`config.mk`:
```
export PLATFORM = sky130hd
export DESIGN_NAME = cachepool_boot_ctrl
export DESIGN_NICKNAME = d
export VERILOG_FILES = /design/src/rtl/cachepool_pkg.sv /design/src/rtl/cachepool_boot_reqrsp_master.sv /design/src/rtl/cachepool_boot_ctrl.sv
export SDC_FILE = /design/constraint.sdc
export NUM_CORES = 1
export LEC_CHECK = 0
export CAP_MARGIN = 15
export CORE_MARGIN = 1
export CORE_UTILIZATION = 45
export CTS_CLUSTER_SIZE = 14
export DETAILED_ROUTE_END_ITERATION = 10
export MAX_ROUTING_LAYER = met4
export PLACE_DENSITY = 0.81
export REMOVE_ABC_BUFFERS = 1
export SLEW_MARGIN = 20
export SYNTH_ARGS = -nofsm -noshare
export SYNTH_HDL_FRONTEND = slang
export SYNTH_SLANG_ARGS = --single-unit
```
`constraint.sdc`:
```
create_clock -name clk_i -period 2.1 [get_ports clk_i]
set_input_delay 0.525 -clock clk_i [delete_from_list [all_inputs] [get_ports clk_i]]
set_output_delay 0.525 -clock clk_i [all_outputs]
set_load 0.1 [all_outputs]
```
`src/rtl/cachepool_pkg.sv`:
```
// Shared types and defaults for the cachepool boot controller and its reqrsp master.
// The EOC poll states only exist when CACHEPOOL_BOOT_EOC_POLL_EN is defined.
package cachepool_pkg;

   localparam int unsigned NumCores = 4;
   localparam logic [31:0] PeriStartAddr = 32'h1000_0000;
   localparam logic [31:0] SpatzClusterPeripheralClusterBootControlOffset = 32'h0000_0058;
   localparam logic [31:0] EocRegOffset = 32'h0000_0000;

   localparam int unsigned BootStartDelay   = 1000;
   localparam int unsigned BootWakeCycles   = 1;
   localparam int unsigned BootPollInterval = 256;

   typedef enum logic [3:0] {
      AMONone = 4'h0,
      AMOSwap = 4'h1,
      AMOAdd  = 4'h2,
      AMOAnd  = 4'h3,
      AMOOr   = 4'h4,
      AMOXor  = 4'h5
   } amo_op_e;

   typedef struct packed {
      logic [31:0] addr;
      logic        write;
      amo_op_e     amo;
      logic [31:0] data;
      logic [3:0]  strb;
      logic [2:0]  size;
   } reqrsp_req_chan_t;

   typedef struct packed {
      reqrsp_req_chan_t q;
      logic             q_valid;
      logic             p_ready;
   } reqrsp_req_t;

   typedef struct packed {
      logic [31:0] data;
      logic        error;
   } reqrsp_rsp_chan_t;

   typedef struct packed {
      reqrsp_rsp_chan_t p;
      logic             p_valid;
      logic             q_ready;
   } reqrsp_rsp_t;

   typedef enum logic [3:0] {
      BootIdle,
      BootDelay,
      BootReq,
      BootRsp,
      BootWake,
      BootErr,
      BootDone
`ifdef CACHEPOOL_BOOT_EOC_POLL_EN
      ,
      BootPollWait,
      BootPollReq,
      BootPollRsp,
      BootEoc
`endif
   } boot_state_e;

endpackage

```
`src/rtl/cachepool_boot_reqrsp_master.sv`:
```
// One-shot reqrsp master: start latches addr/data/write, drives q until accepted,
// then accepts a single p beat and pulses done with the response data/error.
module cachepool_boot_reqrsp_master
   import cachepool_pkg::*;
(
   input  logic        clk_i,
   input  logic        rst_ni,
   input  logic        start_i,
   input  logic [31:0] addr_i,
   input  logic [31:0] data_i,
   input  logic        write_i,
   output reqrsp_req_t req_o,
   input  reqrsp_rsp_t rsp_i,
   output logic        done_o,
   output logic [31:0] rdata_o,
   output logic        error_o
);

   typedef enum logic [1:0] {MstIdle, MstReq, MstRsp} mst_state_e;

   mst_state_e  st_q, st_d;
   logic [31:0] addr_q, data_q;
   logic        write_q;

   always_ff @(posedge clk_i or negedge rst_ni) begin
      if (!rst_ni) begin
         st_q    <= MstIdle;
         addr_q  <= '0;
         data_q  <= '0;
         write_q <= 1'b0;
      end else begin
         st_q <= st_d;
         if (st_q == MstIdle && start_i) begin
            addr_q  <= addr_i;
            data_q  <= data_i;
            write_q <= write_i;
         end
      end
   end

   // q fields come straight from registers, so they cannot move while stalled
   always_comb begin
      st_d   = st_q;
      req_o  = '0;
      done_o = 1'b0;
      case (st_q)
         MstIdle: if (start_i) st_d = MstReq;
         MstReq: begin
            req_o.q_valid = 1'b1;
            req_o.q.addr  = addr_q;
            req_o.q.data  = data_q;
            req_o.q.write = write_q;
            req_o.q.strb  = '1;
            req_o.q.amo   = AMONone;
            if (rsp_i.q_ready) st_d = MstRsp;
         end
         MstRsp: begin
            req_o.p_ready = 1'b1;
            if (rsp_i.p_valid) begin
               done_o = 1'b1;
               st_d   = MstIdle;
            end
         end
         default: st_d = MstIdle;
      endcase
   end

   assign rdata_o = rsp_i.p.data;
   assign error_o = rsp_i.p.error;

endmodule

```
`src/rtl/cachepool_boot_ctrl.sv`:
```
// Boot sequencer: latch entry, wait, write boot register, wake cores.
// CACHEPOOL_BOOT_EOC_POLL_EN adds polling of the EOC register after wake-up.
module cachepool_boot_ctrl
   import cachepool_pkg::*;
#(
   parameter int unsigned NumCores     = cachepool_pkg::NumCores,
   parameter int unsigned StartDelay   = BootStartDelay,
   parameter int unsigned WakeCycles   = BootWakeCycles,
   parameter logic [31:0] BootAddr     = PeriStartAddr + SpatzClusterPeripheralClusterBootControlOffset,
   parameter logic [31:0] EocAddr      = PeriStartAddr + EocRegOffset,
   parameter int unsigned PollInterval = BootPollInterval
) (
   input  logic                clk_i,
   input  logic                rst_ni,
   input  logic [31:0]         entry_point_i,
   input  logic                entry_valid_i,
   output reqrsp_req_t         reqrsp_req_o,
   input  reqrsp_rsp_t         reqrsp_rsp_i,
   output logic [NumCores-1:0] debug_req_o,
   output logic                boot_done_o,
   output logic                err_o,
   output logic                eoc_o,
   output logic [30:0]         exit_code_o
);

   localparam int unsigned DlyW  = (StartDelay > 0) ? $clog2(StartDelay + 1) : 1;
   localparam int unsigned WakeW = $clog2(WakeCycles + 1);
   localparam logic [DlyW-1:0]  DlyLast  = DlyW'((StartDelay > 0) ? StartDelay - 1 : 0);
   localparam logic [WakeW-1:0] WakeLast = WakeW'(WakeCycles - 1);

   boot_state_e      state_q, state_d;
   logic [DlyW-1:0]  dly_q;
   logic [WakeW-1:0] wake_q;
   logic [31:0]      entry_q;
   logic             dbg_q, boot_done_q, err_q, err_set;
   logic             start, m_write, m_done, m_error, q_hs;
   logic [31:0]      m_addr, m_data, m_rdata;

   cachepool_boot_reqrsp_master u_master (
      .clk_i   (clk_i),
      .rst_ni  (rst_ni),
      .start_i (start),
      .addr_i  (m_addr),
      .data_i  (m_data),
      .write_i (m_write),
      .req_o   (reqrsp_req_o),
      .rsp_i   (reqrsp_rsp_i),
      .done_o  (m_done),
      .rdata_o (m_rdata),
      .error_o (m_error)
   );

   assign q_hs = reqrsp_req_o.q_valid & reqrsp_rsp_i.q_ready;

`ifdef CACHEPOOL_BOOT_EOC_POLL_EN
   localparam int unsigned PollW = $clog2(PollInterval + 1);
   localparam logic [PollW-1:0] PollLast = PollW'(PollInterval - 1);
   logic [PollW-1:0] poll_q;
   logic             eoc_q, eoc_set;
   logic [30:0]      exit_q;
`endif

   always_comb begin
      state_d = state_q;
      start   = 1'b0;
      m_addr  = BootAddr;
      m_data  = entry_q;
      m_write = 1'b1;
      err_set = 1'b0;
`ifdef CACHEPOOL_BOOT_EOC_POLL_EN
      eoc_set = 1'b0;
`endif
      case (state_q)
         BootIdle: begin
            // a zero delay launches the write straight from the strobe
            m_data = entry_point_i;
            if (entry_valid_i) begin
               start   = (StartDelay == 0);
               state_d = (StartDelay == 0) ? BootReq : BootDelay;
            end
         end
         BootDelay: if (dly_q >= DlyLast) begin
            start   = 1'b1;
            state_d = BootReq;
         end
         BootReq: if (q_hs) state_d = BootRsp;
         BootRsp: if (m_done) begin
            err_set = m_error;
            state_d = m_error ? BootErr : BootWake;
         end
         BootWake: if (wake_q >= WakeLast) state_d = BootDone;
         BootErr:  state_d = BootErr;
`ifdef CACHEPOOL_BOOT_EOC_POLL_EN
         BootDone: state_d = BootPollWait;
         BootPollWait: begin
            m_addr  = EocAddr;
            m_data  = '0;
            m_write = 1'b0;
            if (poll_q >= PollLast) begin
               start   = 1'b1;
               state_d = BootPollReq;
            end
         end
         BootPollReq: if (q_hs) state_d = BootPollRsp;
         BootPollRsp: if (m_done) begin
            if (m_error) begin
               err_set = 1'b1;
               state_d = BootPollWait;
            end else if (m_rdata[0]) begin
               eoc_set = 1'b1;
               state_d = BootEoc;
            end else begin
               state_d = BootPollWait;
            end
         end
         BootEoc: state_d = BootEoc;
`else
         BootDone: state_d = BootDone;
`endif
         default: state_d = BootIdle;
      endcase
   end

   always_ff @(posedge clk_i or negedge rst_ni) begin
      if (!rst_ni) begin
         state_q     <= BootIdle;
         dly_q       <= '0;
         wake_q      <= '0;
         entry_q     <= '0;
         dbg_q       <= 1'b0;
         boot_done_q <= 1'b0;
         err_q       <= 1'b0;
      end else begin
         state_q <= state_d;
         if (state_q == BootIdle && entry_valid_i) entry_q <= entry_point_i;
         if (state_q != BootDelay)  dly_q <= '0;
         else if (dly_q < DlyLast)  dly_q <= dly_q + 1'b1;
         if (state_q != BootWake)   wake_q <= '0;
         else if (wake_q < WakeLast) wake_q <= wake_q + 1'b1;
         dbg_q       <= (state_d == BootWake);
         boot_done_q <= boot_done_q | (state_q == BootWake && state_d == BootDone);
         err_q       <= err_q | err_set;
      end
   end

   assign debug_req_o = {NumCores{dbg_q}};
   assign boot_done_o = boot_done_q;
   assign err_o       = err_q;

`ifdef CACHEPOOL_BOOT_EOC_POLL_EN
   always_ff @(posedge clk_i or negedge rst_ni) begin
      if (!rst_ni) begin
         poll_q <= '0;
         eoc_q  <= 1'b0;
         exit_q <= '0;
      end else begin
         if (state_q != BootPollWait) poll_q <= '0;
         else if (poll_q < PollLast)  poll_q <= poll_q + 1'b1;
         if (eoc_set) begin
            eoc_q  <= 1'b1;
            exit_q <= m_rdata[31:1];
         end
      end
   end

   assign eoc_o       = eoc_q;
   assign exit_code_o = exit_q;
`else
   logic unused_poll;
   assign unused_poll = ^{m_rdata, EocAddr, PollInterval};
   assign eoc_o       = 1'b0;
   assign exit_code_o = '0;
`endif

endmodule
```
==> run_results.csv <==
group,metric,value,unit
sta,min_period_over_period,100,%
clocking,clock_latency,340,ps
power,ir_drop,0.357,mV
synth,synthCells,401,
detailed_routing,drc,0,
sta,fin_worst_skew,17.2,ps
sta,fmax,475,MHz
synth,ys_seq_area_share,42.1,%
synth,synth.distinct_cells,52,
sta,layout_min_cycle_time,2100,ps
critical_path,cp_max_fo,21,
floorplan,rows,38,
layout,antenna_cells,0,
synth,synth_most_common_cell,"dfrtp_1",
layout,area_delta_synth_final,27.5,%
sta,worst_slack,-3.39,ps
sta,setup_viol,5,
floorplan,dieArea,11500,sq um
status,violations,"negative setup slack",
clocking,htreeDepth,3,
floorplan,die_x,107,um
detailed_routing,drtPass1Iterations,4,
synth,synthTopCellsByCount,"84 x dfrtp_1, 83 x buf_4, 58 x mux2_4",
place,gp_congestion,0.793,
sta,setup_tns,-10.2,ps
synth,synth-async-reset-ratio,100,%
clocking,root_buffer,"clkbuf_8",
synth,syn_avg_cell_area,12.5,sq um
layout,fin_util,58.7,%
hold_path,hp-class,"in2async",
place,hpwl,6.69,mm
floorplan,die_y,107,um
detailed_routing,vias,3012,
layout,nets,554,
grt,grt_overflow,0,
clocking,cts.sinks,84,
place,portBuffers,86,
grt,track_usage,17.6,%
sta,grt_setup_unrepaired,"yes",
layout,fillers,878,
layout,drive_above_1_share,32.6,%
floorplan,start_util,46.1,%
grt,grt_pass1_vias,3068,
power,leakagePower,3.00,nW
status,status,"complete, but fails checks",
detailed_routing,wirelength,9.46,mm
synth,syn_area,4990,sq um
sta,hold_viol,0,
critical_path,worstPathRequired,1570,ps
synth,synth_edf_count,0,
critical_path,criticalPathCategory,"reg2out",
sta,drv_slew,0,
grt,grt_pass1_wl,15.4,mm
power,powerDensity,627,nW/um^2
critical_path,critPathArrivalTime,1580,ps
synth,synth_area_leaders,"dfrtp_1 42%, mux2_4 17%, buf_4 12%",
floorplan,coreArea,10800,sq um
clocking,clkTransAtPathRegs,90,ps
sta,whs,126,ps
grt,antenna_found_initial,0,
detailed_routing,drt_first_iter_violations,70,
clocking,cts_tree,"built",
synth,synth_top_cell_by_area,"dfrtp_1",
critical_path,cp-end-kind,"primary output",
run,drv_cap,0,
critical_path,critPathLaunchType,"register",
synth,synth_top_flop_cell,"dfrtp_1",
detailed_routing,avgViaCountPerCell,4.80,
clocking,numCtsBuffers,9,
synth,synth_top_area_share,42.1,%
detailed_routing,wl_per_cell,15.1,um
synth,synth-seq-cells,84,
detailed_routing,drtAntennaViolNets,0,
floorplan,io_pins,186,
grt,grt_max_degree,34,
synth,yosys_warnings,0,
clocking,clock_path_buffers,2,
-- metal layers --
metal	GRT usage [%]	wire, um	up-vias
met1	22.3	4180	1501
met3	4.54	513	2
met4	3.62	31	0
met5	-	0	-
li1	-	-	1398
met2	28.7	4740	111
-- registers in the layout, indices dropped and copies added (netlist names) --
| register | count |
|---|---|
| u_master.data_q | 32 |
| dbg_q | 1 |
| u_master.st_q | 2 |
| boot_done_o | 1 |
| err_o | 1 |
| u_master.addr_q | 1 |
| entry_q | 32 |
| state_q | 4 |
| dly_q | 10 |
-- cell usage in the layout (no fill, tap or decap), types with 2 or more instances in the layout --
| master | count |
|---|---|
| nor2_1 | 4 |
| nand3_1 | 4 |
| buf_4 | 16 |
| nand2b_1 | 3 |
| mux2_2 | 8 |
| buf_12 | 51 |
| a21oi_1 | 3 |
| inv_1 | 3 |
| a21o_1 | 3 |
| nor3b_1 | 2 |
| mux2i_1 | 5 |
| a22o_1 | 2 |
| o211ai_1 | 2 |
| a211oi_1 | 2 |
| o21ai_0 | 2 |
| nor3_1 | 2 |
| nand2_1 | 12 |
| dfrtp_1 | 83 |
| or3_1 | 2 |
| clkbuf_8 | 11 |
| conb_1 | 68 |
| clkdlybuf4s50_1 | 36 |
| clkinvlp_4 | 3 |
| nor2b_1 | 5 |
| and3_1 | 2 |
| mux2_4 | 58 |
| mux2_1 | 30 |
| and2_1 | 32 |
| nand4_1 | 3 |
-- worst max-delay path: stages, from the launching register on --
cell and delay [ps]:
dfrtp_2 440, nor2b_4 170, buf_12 170, and2_4 160, buf_12 130, buf_12 170
-- cell type report --
| class | instances | area (sq um) | share of cell area (%) |
|---|---|---|---|
| inverters | 3 | 11.3 | 0.177 |
| repair buffers | 105 | 1530 | 24.0 |
| clock inverters | 4 | 31.3 | 0.491 |
| multi-input cells | 280 | 2360 | 37.1 |
| flip-flops and latches | 84 | 2100 | 33.0 |
| well taps | 140 | 175 | 2.75 |
| clock buffers | 12 | 155 | 2.44 |
-- power breakdown --
part	internal (mW)	total (mW)	switching (mW)
Combinational	0.367	1.07	0.707
Sequential	1.76	1.84	0.0846
Clock	0.500	1.08	0.578
Total	2.62	3.99	1.37
-- stage by stage --
stage	std cells	instance area [sq um]	setup slack [ps]	total power [mW]
CTS	627	6350	-54.7	4.04
finish	628	6370	-3.39	3.99
detailed placement	610	6140	62.3	2.95
floorplan	367	4460	-9960	2.73
global route	628	6370	-83.0	4.17
global placement	610	6140	96.3	2.91
-- final timing paths --
path	depth (start not counted)	from	slack, ps	to
worst max-delay path	5	u_master.st_q[1]	-3	reqrsp_req_o[50]
worst min-delay path	1	rst_ni	130	u_master.st_q[0]
worst max register to register	4	state_q[0]	120	u_master.data_q[13]
worst min register to register	1	boot_done_o	470	boot_done_o
max in group asynchronous	2	rst_ni	1450	entry_q[18]
min in group clk_i	1	boot_done_o	470	boot_done_o
-- cells by family (layout without fill, tap and decap cells) --
| logic type | after synthesis | after routing | synth area share [%] |
|---|---|---|---|
| compound gates | 22 | 22 | 3.41 |
| xor+xnor | 1 | 1 | 0.175 |
| mux | 101 | 101 | 27.0 |
| fa+ha+maj | 1 | 1 | 0.251 |
| other cells | 1 | 68 | 0.0751 |
| flops | 84 | 84 | 42.1 |
| simple gates | 87 | 87 | 11.1 |
| buf+inv | 104 | 124 | 15.9 |
-- timing repair --
action                     in CTS  in global routing
resized for setup               5                  1
setup endpoints to repair      19                 53
setup buffers                   1                  1
hold buffers                    0                  0
(Power assumes the default switching activity.)
